`config.mk`:
```
export PLATFORM = sky130hd
export DESIGN_NAME = mac_vector_ctrl
export DESIGN_NICKNAME = d
export VERILOG_FILES = /design/src/rtl/mac_pkg.sv /design/src/rtl/btn_sync_edge.sv /design/src/rtl/mac_vector_ctrl.sv
export SDC_FILE = /design/constraint.sdc
export NUM_CORES = 1
export LEC_CHECK = 0
export BUFFER_PORTS_ARGS = -buffer_cell sky130_fd_sc_hd__buf_2
export CAP_MARGIN = 20
export CORE_MARGIN = 2
export CORE_UTILIZATION = 33
export DETAILED_ROUTE_END_ITERATION = 8
export PLACE_DENSITY = 0.56
export RECOVER_POWER = 50
export SYNTH_ARGS = -nofsm -noshare
export SYNTH_HDL_FRONTEND = slang
export SYNTH_SLANG_ARGS = --single-unit
export TNS_END_PERCENT = 1
```
`constraint.sdc`:
```
create_clock -name i_clk -period 2.02 [get_ports i_clk]
set_input_delay 0.101 -clock i_clk [delete_from_list [all_inputs] [get_ports i_clk]]
set_output_delay 0.101 -clock i_clk [all_outputs]
set_load 0.01 [all_outputs]
```
`src/rtl/mac_pkg.sv`:
```
// mac_pkg: shared definitions for the MAC vector controller.
//   - external 2-bit state codes used on the Arduino link
//   - internal controller states (RUN is split into clear/stream/wait
//     phases and DONE; all of them report the RUN code externally)
//   - ext_code(): internal state -> external 2-bit code
package mac_pkg;

    localparam int DATA_W_DEF = 16;

    typedef enum logic [1:0] {
        ST_IDLE   = 2'b00,
        ST_LOAD_A = 2'b01,
        ST_LOAD_B = 2'b10,
        ST_RUN    = 2'b11
    } st_code_e;

    typedef enum logic [2:0] {
        S_IDLE,
        S_LOAD_A,
        S_LOAD_B,
        S_RUN_CLR,
        S_RUN_STREAM,
        S_RUN_WAIT,
        S_DONE
    } ctrl_e;

    // DONE shares the RUN code; the link tells them apart by idx = DEPTH-1.
    function automatic st_code_e ext_code(input ctrl_e s);
        st_code_e c;
        case (s)
            S_IDLE:   c = ST_IDLE;
            S_LOAD_A: c = ST_LOAD_A;
            S_LOAD_B: c = ST_LOAD_B;
            default:  c = ST_RUN;
        endcase
        return c;
    endfunction

endpackage

```
`src/rtl/btn_sync_edge.sv`:
```
// btn_sync_edge: 2-flop synchroniser plus falling-edge detector for an
// active-low, asynchronous button. No debounce here.
// Ports:
//   i_clk     system clock
//   i_rst_n   asynchronous active-low reset
//   i_btn_n   raw button, active-low, asynchronous to i_clk
//   o_press   one-cycle pulse, high 3 clocks after the button falls
module btn_sync_edge (
    input  logic i_clk,
    input  logic i_rst_n,
    input  logic i_btn_n,
    output logic o_press
);

    logic r_sync_p0;
    logic r_sync_p1;
    logic r_prev_p2;
    logic r_press;

    // Flops reset to 1 (button released) so reset release never fakes a press.
    always_ff @(posedge i_clk or negedge i_rst_n) begin
        if (!i_rst_n) begin
            r_sync_p0 <= 1'b1;
            r_sync_p1 <= 1'b1;
            r_prev_p2 <= 1'b1;
            r_press   <= 1'b0;
        end else begin
            r_sync_p0 <= i_btn_n;
            r_sync_p1 <= r_sync_p0;
            r_prev_p2 <= r_sync_p1;
            r_press   <= r_prev_p2 & ~r_sync_p1;
        end
    end

    assign o_press = r_press;

endmodule

```
`src/rtl/mac_vector_ctrl.sv`:
```
// mac_vector_ctrl: operand-entry and sequencing controller for the FP MAC.
// Captures DEPTH-entry vectors A and B one keypad word per button press,
// then streams (A[i], B[i]) pairs to the MAC over valid/ready, latches the
// final result and optionally re-runs on the stored vectors.
// Ports:
//   i_clk, i_rst_n           clock, asynchronous active-low reset
//   i_ns_button              raw next-state button (active-low, async)
//   i_rerun_en               in DONE: 1 = press re-runs, 0 = press -> IDLE
//   i_key_valid, i_key_data  keypad word strobe
//   o_mac_clr                one-cycle accumulator clear on RUN entry
//   o_mac_valid, i_mac_ready, o_mac_a, o_mac_b   operand pair handshake
//   i_mac_res_valid, i_mac_result                MAC final result
//   o_key_en                 scanner enable (LOAD_A / LOAD_B)
//   o_disp_data, o_disp_blank  hex display word / blank
//   o_state_code             {2-bit state code, idx}
//   o_done                   high in DONE
module mac_vector_ctrl
    import mac_pkg::*;
#(
    parameter int DATA_W = DATA_W_DEF,
    parameter int DEPTH  = 8,
    parameter int ADDR_W = $clog2(DEPTH)
) (
    input  logic                i_clk,
    input  logic                i_rst_n,
    input  logic                i_ns_button,
    input  logic                i_rerun_en,
    input  logic                i_key_valid,
    input  logic [DATA_W-1:0]   i_key_data,
    output logic                o_mac_clr,
    output logic                o_mac_valid,
    input  logic                i_mac_ready,
    output logic [DATA_W-1:0]   o_mac_a,
    output logic [DATA_W-1:0]   o_mac_b,
    input  logic                i_mac_res_valid,
    input  logic [DATA_W-1:0]   i_mac_result,
    output logic                o_key_en,
    output logic [DATA_W-1:0]   o_disp_data,
    output logic                o_disp_blank,
    output logic [2+ADDR_W-1:0] o_state_code,
    output logic                o_done
);

    localparam logic [ADDR_W-1:0] IDX_LAST = ADDR_W'(DEPTH - 1);

    ctrl_e             r_state, w_state_nxt;
    logic [ADDR_W-1:0] r_idx, w_idx_nxt;
    logic [DATA_W-1:0] r_a [DEPTH];
    logic [DATA_W-1:0] r_b [DEPTH];
    logic [DATA_W-1:0] r_key;
    logic [DATA_W-1:0] r_res;

    logic              w_press;
    logic              w_wr_a;
    logic              w_wr_b;
    logic              w_key_clr;
    logic              w_res_latch;
    logic              w_in_load;
    logic [DATA_W-1:0] w_key_wdata;

    btn_sync_edge u_btn (
        .i_clk   (i_clk),
        .i_rst_n (i_rst_n),
        .i_btn_n (i_ns_button),
        .o_press (w_press)
    );

    assign w_in_load   = (r_state == S_LOAD_A) || (r_state == S_LOAD_B);
    // A key arriving in the same cycle as the press is the word written.
    assign w_key_wdata = i_key_valid ? i_key_data : r_key;

    always_ff @(posedge i_clk or negedge i_rst_n) begin
        if (!i_rst_n) begin
            r_state <= S_IDLE;
            r_idx   <= '0;
        end else begin
            r_state <= w_state_nxt;
            r_idx   <= w_idx_nxt;
        end
    end

    always_comb begin
        w_state_nxt  = r_state;
        w_idx_nxt    = r_idx;
        w_wr_a       = 1'b0;
        w_wr_b       = 1'b0;
        w_key_clr    = 1'b0;
        w_res_latch  = 1'b0;
        o_mac_clr    = 1'b0;
        o_mac_valid  = 1'b0;
        o_key_en     = 1'b0;
        o_disp_data  = '0;
        o_disp_blank = 1'b0;
        o_done       = 1'b0;
        case (r_state)
            S_IDLE: begin
                o_disp_blank = 1'b1;
                if (w_press) begin
                    w_state_nxt = S_LOAD_A;
                    w_idx_nxt   = '0;
                    w_key_clr   = 1'b1;
                end
            end
            S_LOAD_A, S_LOAD_B: begin
                o_key_en    = 1'b1;
                o_disp_data = r_key;
                if (w_press) begin
                    w_wr_a    = (r_state == S_LOAD_A);
                    w_wr_b    = (r_state == S_LOAD_B);
                    w_key_clr = 1'b1;
                    if (r_idx == IDX_LAST) begin
                        w_state_nxt = (r_state == S_LOAD_A) ? S_LOAD_B : S_RUN_CLR;
                        w_idx_nxt   = '0;
                    end else begin
                        w_idx_nxt = r_idx + ADDR_W'(1);
                    end
                end
            end
            S_RUN_CLR: begin
                o_mac_clr   = 1'b1;
                w_idx_nxt   = '0;
                w_state_nxt = S_RUN_STREAM;
            end
            S_RUN_STREAM: begin
                o_mac_valid = 1'b1;
                if (i_mac_ready) begin
                    // idx parks at DEPTH-1 after the last pair, which is
                    // also the value DONE must report.
                    if (r_idx == IDX_LAST) begin
                        w_state_nxt = S_RUN_WAIT;
                    end else begin
                        w_idx_nxt = r_idx + ADDR_W'(1);
                    end
                end
            end
            S_RUN_WAIT: begin
                if (i_mac_res_valid) begin
                    w_res_latch = 1'b1;
                    w_state_nxt = S_DONE;
                end
            end
            S_DONE: begin
                o_done      = 1'b1;
                o_disp_data = r_res;
                if (w_press) begin
                    w_state_nxt = i_rerun_en ? S_RUN_CLR : S_IDLE;
                    w_idx_nxt   = '0;
                end
            end
            default: begin
                w_state_nxt = S_IDLE;
                w_idx_nxt   = '0;
            end
        endcase
    end

    always_ff @(posedge i_clk or negedge i_rst_n) begin
        if (!i_rst_n) begin
            for (int i = 0; i < DEPTH; i++) begin
                r_a[i] <= '0;
                r_b[i] <= '0;
            end
            r_key <= '0;
            r_res <= '0;
        end else begin
            if (w_wr_a) r_a[r_idx] <= w_key_wdata;
            if (w_wr_b) r_b[r_idx] <= w_key_wdata;
            if (w_key_clr) begin
                r_key <= '0;
            end else if (i_key_valid && w_in_load) begin
                r_key <= i_key_data;
            end
            if (w_res_latch) r_res <= i_mac_result;
        end
    end

    assign o_mac_a      = r_a[r_idx];
    assign o_mac_b      = r_b[r_idx];
    assign o_state_code = {ext_code(r_state), r_idx};

endmodule

```
Word-level counts from Yosys, hierarchy flattened:

Index checks and enable logic that the tools add are counted.

* add/sub/neg operators: 1
* order comparisons: 2
* eq/ne operators: 16
* multiplexer cells: 44
* bitwise logic cells: 4
* reductions and logical operators: 10

Operator list (count)
* bitwise mux 128 bit: 2
* two-way mux 16 bit: 8
* binary-select mux 16 bit (select 3 bit): 2
* demux 16 bit (select 3 bit): 1
* two-way mux 3 bit: 12
* one-hot mux 16 bit (2 select lines): 1
* one-hot mux 3 bit (6 select lines): 1
* two-way mux 1 bit: 14
* == test 3 bit (second input constant): 4
* one-hot mux 3 bit (4 select lines): 1
* != test 2 bit (second input constant): 5
* != test 2 x 1 -> 1 bit (second input constant): 4
* AND reduction 7 bit: 1
* == test 3 x 2 -> 1 bit (second input constant): 2
* one-hot mux 2 bit (3 select lines): 1
* AND reduction 5 bit: 1
* greater-or-equal comparator 4 bit (second input constant): 1
* less-than comparator 4 x 1 -> 1 bit (second input constant): 1
* inverter 3 -> 4 bit: 1
* OR reduction 2 bit: 2
* adder 3 x 1 -> 3 bit (second input constant): 1
* == test 3 x 1 -> 1 bit (second input constant): 1
* zero test 3 bit: 1
* OR reduction 3 bit: 1
* other kinds (6): 8

* register bits after elaboration: 298
* bits of input ports: 39
* output and inout bits: 58
* logic and storage cells: 101

Longest topological paths before layout:

* depth after elaboration: 6
* mapped depth: 8
* gate-level depth less buffers: 6

Cells and area by module:

A second synthesis with hierarchy kept.

* cells, all modules: 1257
* area, all modules: 13316.5 um^2

By module, submodules not included
* mac_vector_ctrl: times used 1, cells each 1252, area an instance 13198.9 um^2, sequential area each 7357.1 um^2
* btn_sync_edge: times used 1, cells each 5, area an instance 117.6 um^2, sequential area each 103.8 um^2

Least setup slack after synthesis:

No wires, ideal clock.

* path type: register -> output
* start: reg r_idx[1]
* end: out o_mac_b[10]
* data arrival time: 1.649 ns
* data required time: 1.919 ns
* slack: 0.270 ns
* stages on the path, launching flop included: 7
* path buffers: 3
* cells stage by stage: dfrtp_1 -> clkbuf_2 -> buf_2 -> buf_6 -> mux2_2 -> a221oi_1 -> o21ai_0

* cells in the longest elaborated chain, start to end: 4

RTL lines
* start: declaration: line mac_vector_ctrl.sv:47 `logic [ADDR_W-1:0] r_idx, w_idx_nxt;`
* start signal: assignment: line mac_vector_ctrl.sv:78 `r_idx <= w_idx_nxt;`
* inverter 3 -> 4 bit (not written as such): line mac_vector_ctrl.sv:178 `assign o_mac_b = r_b[r_idx];`
* binary-select mux 16 bit (select 3 bit): line mac_vector_ctrl.sv:178
* two-way mux 16 bit (not written as such) (2 in series): line mac_vector_ctrl.sv:178
* end: declaration: line mac_vector_ctrl.sv:34 `output logic [DATA_W-1:0] o_mac_b,`

No other way between the ends. The select of a mux whose other input is x is not followed.

Worst setup path after layout:

* start: reg r_idx[1]
* end: out o_mac_a[13]

* cells in the longest elaborated chain, start to end: 4

RTL lines
* inverter 3 -> 4 bit (not written as such): line mac_vector_ctrl.sv:177 `assign o_mac_a = r_a[r_idx];`
* binary-select mux 16 bit (select 3 bit): line mac_vector_ctrl.sv:177
* two-way mux 16 bit (not written as such) (2 in series): line mac_vector_ctrl.sv:177
* end: declaration: line mac_vector_ctrl.sv:33 `output logic [DATA_W-1:0] o_mac_a,`

No other way between the ends. The select of a mux whose other input is x is not followed.

==> impl_metrics.json <==
{
  "insertedDiodeCount": 0,
  "cts_made_buffers": 31,
  "layout_common_cells": "sky130_fd_sc_hd__dfrtp_1, sky130_fd_sc_hd__nand2_1, sky130_fd_sc_hd__o21ai_0",
  "finalCoreUtilization_pct": 42.4,
  "drtAntennaViolNets": 0,
  "setup_total_negative_slack_ps": -8780,
  "clock_insertion_delay_worst_skew_ps": 580,
  "layout_min_cycle_time_ps": 2320,
  "io-pin-count": 97,
  "worst_setup_path_end_kind": "output port",
  "h-tree-depth": 1,
  "power.switching_mw": 7.83,
  "critical_path_class": "flip-flop to output port",
  "global_route.overflow_total": 0,
  "placed_area_um2": 14800,
  "synth.yosys.seq_area_share_pct": 56.1,
  "max_slew.worst_pin.slew_ps": 1510,
  "grt_util_all_layers_pct": 18.7,
  "hold_path.class": "input port to flip-flop",
  "num-nets-final": 1477,
  "root_buffer": "sky130_fd_sc_hd__clkbuf_16",
  "ir_drop_uv": 799,
  "p_comb_share_pct": 37.2,
  "avgSynthCellArea_um2": 10.5,
  "power_report.internal_total_mw": 14.9,
  "area_growth_pct": 26.8,
  "power.share.sequential_pct": 38.1,
  "nature_of_the_critical_path_startpoint": "flip-flop",
  "synth_edf_count": 0,
  "met3_global_route_usage_pct": 3.15,
  "design_area_um2": 16800,
  "drt_pre_antenna_iters": 5,
  "dp_worst_setup_slack_ps": 124,
  "fin_worst_skew_ps": 14.7,
  "finish.cell_count_without_fillers": 1978,
  "tritoncts_num_sinks": 298,
  "setup-violations-final": 49,
  "grt.busiest_layer": "met2",
  "ctsLongestPathBuffers": 3,
  "drt-total-wl_um": 38300,
  "final.setup.worst_slack_ps": -302,
  "grt_antenna_before_repair": 0,
  "vias_in_the_first_global_route": 10200,
  "yosys_warnings": 0,
  "clkSlewWorstSetupHoldPaths_ps": 60,
  "cp.required_ps": 1920,
  "hold_violations": 0,
  "maxSlewViolCount": 56,
  "timing.slew.headroom_pct": -0.499,
  "cap_viol_max_count": 1,
  "number_of_unique_standard_cell_types_used_by_synthesis": 53,
  "post-route-period-util_pct": 115,
  "starting_utilization_of_the_core_area_pct": 33.4,
  "p_sw_share_pct": 34.4,
  "layout.cells.most_common": "sky130_fd_sc_hd__dfrtp_1",
  "horiz_die_dim_um": 205,
  "p_per_area_nw_per_um2": 1350,
  "grtUsageMet2_pct": 29.5,
  "synthesized_netlist_net_count": 1312,
  "post_drt_via_cell_ratio": 5.15,
  "post-place-cells": 1867,
  "core-area_um2": 39700,
  "drt_iter0_markers": 703,
  "drt_drc_violations_left": 0,
  "synthCells": 1270,
  "detail_route.wl_per_cell_um": 19.4,
  "timing_limited_maximum_frequency_ghz": 0.431,
  "ys_dominant_reg_cell": "sky130_fd_sc_hd__dfrtp_1",
  "die_height_um": 205,
  "syn_area_um2": 13300,
  "first_pass_grt_wire_length_um": 60800,
  "fraction_of_met1_tracks_used_by_global_routing_pct": 26.9,
  "rsz0062_at_grt": "yes",
  "failed_checks": "capacitance limit, slew limit, setup timing",
  "die_area_um2": 41900,
  "drive_gt1_share_pct": 27.5,
  "p_leak_nw": 7.26,
  "worst-r2r-setup-slack_ps": -20,
  "run_status": "finished with violations",
  "cts_tree": "done",
  "globalplace.congestion": 0.755,
  "async_flop_share_pct": 100,
  "via_count": 10200,
  "placement_rows": 73,
  "dpl.hpwl_um": 24100,
  "buffer_ports.inserted": 96,
  "worst-endpoint-arrival_ps": 2220,
  "critPathMaxFanout": 8,
  "pwr-share-clk_pct": 24.7,
  "largest_net_degree_at_the_start_of_global_routing": 57,
  "postSynthRegisterBits": 298
}
cell type report:
class,instances,area (µm²)
sequential,298,7460
multi-input combinational,848,5520
tap,525,657
clock buffer,46,892
clock inverter,5,75.1
timing repair buffer,251,2220
inverter,5,18.8
fill,3835,22900
power by group through the flow:
stage	sequential, mW	clock, mW	combinational, mW
4_1_cts	8.61	5.73	8.39
3_5_place_dp	8.69	0	7.46
6_report	8.67	5.61	8.46
3_3_place_gp	8.62	0	7.35
5_1_grt	8.87	5.96	9.33
2_1_floorplan	8.40	0	4.66
critical path: stages (launching register included):
cell                       delay [ps]
sky130_fd_sc_hd__dfrtp_2          540
sky130_fd_sc_hd__buf_8            180
sky130_fd_sc_hd__mux2_2           330
sky130_fd_sc_hd__a221oi_1         300
sky130_fd_sc_hd__o21ai_2          140
sky130_fd_sc_hd__buf_2            160
per-layer routing:
layer | up-vias | part of all wire, %
met5 | - | 0
met4 | 0 | 2.3
met3 | 64 | 5.0
met2 | 260 | 46
met1 | 5035 | 47
li1 | 4821 | -
synthesized netlist by cell type (5+ instances only):
cell type	n	area, µm²
sky130_fd_sc_hd__mux2i_1	31	310
sky130_fd_sc_hd__and4_1	6	52.6
sky130_fd_sc_hd__nor2b_1	9	56.3
sky130_fd_sc_hd__a21oi_1	105	526
sky130_fd_sc_hd__a22oi_1	18	135
sky130_fd_sc_hd__dfrtp_1	295	7380
sky130_fd_sc_hd__nand4_2	5	62.6
sky130_fd_sc_hd__a22o_1	22	193
sky130_fd_sc_hd__nand2_1	200	751
sky130_fd_sc_hd__a32o_1	15	150
sky130_fd_sc_hd__mux2_2	41	462
sky130_fd_sc_hd__o221ai_1	6	52.6
sky130_fd_sc_hd__o21ai_0	175	876
sky130_fd_sc_hd__buf_2	57	285
sky130_fd_sc_hd__a221oi_1	31	272
sky130_fd_sc_hd__mux4_2	20	450
sky130_fd_sc_hd__clkbuf_1	42	158
sky130_fd_sc_hd__a32oi_1	5	43.8
sky130_fd_sc_hd__nor2_1	105	394
sky130_fd_sc_hd__buf_4	17	128
sky130_fd_sc_hd__nand3_1	5	25.0
sky130_fd_sc_hd__and2_1	5	31.3
sky130_fd_sc_hd__o21ai_1	6	30.0
final timing paths:
check / start / cells after the start / to
worst max-delay path: r_idx[1] / 5 / o_mac_a[13]
worst min-delay path: i_mac_ready / 5 / r_idx[1]
worst max register to register: r_idx[1] / 8 / r_idx[2]
worst min register to register: u_btn.r_sync_p0 / 0 / u_btn.r_sync_p1
max in group asynchronous: i_rst_n / 3 / r_b[37]
min in group asynchronous: i_rst_n / 2 / r_b[20]
state kept, by name (all words and copies together) (netlist names):
| name | cells |
|---|---|
| r_a | 128 |
| u_btn.r_prev_p2 | 1 |
| r_idx | 3 |
| r_res | 16 |
| u_btn.o_press | 1 |
| r_key | 16 |
| r_b | 128 |
| r_state | 3 |
| u_btn.r_sync_p0 | 1 |
| u_btn.r_sync_p1 | 1 |
kinds of logic after synthesis:
kind of cell | after synthesis | synth area share (%)
adders and majority gates | 3 | 0.283
xor gates and xnor gates | 1 | 0.0659
buffers and inverters | 124 | 4.64
AOI/OAI and AO/OA | 401 | 18.3
and+or+nand+nor | 350 | 11.3
muxes | 93 | 9.28
DFF | 298 | 56.1
repair_timing:
action | 4_1_cts | 5_1_grt
pin swaps | 37 | 18
resized for setup | 88 | 43
hold buffers | 37 | 0
setup endpoints to repair | 50 | 69
setup buffers | 21 | 3
endpoints found under the hold margin | 330 | 0
cloned | 3 | 1
per-stage QoR:
| stage | power [mW] | hold slack, ps |
|---|---|---|
| floorplan | 13.1 | -195 |
| CTS | 22.7 | 60.0 |
| global route | 24.2 | 107 |
| detailed placement | 16.2 | 70.8 |
| global placement | 16.0 | 69.8 |
| finish | 22.7 | 84.2 |
Power figures use the tool's default switching activity.
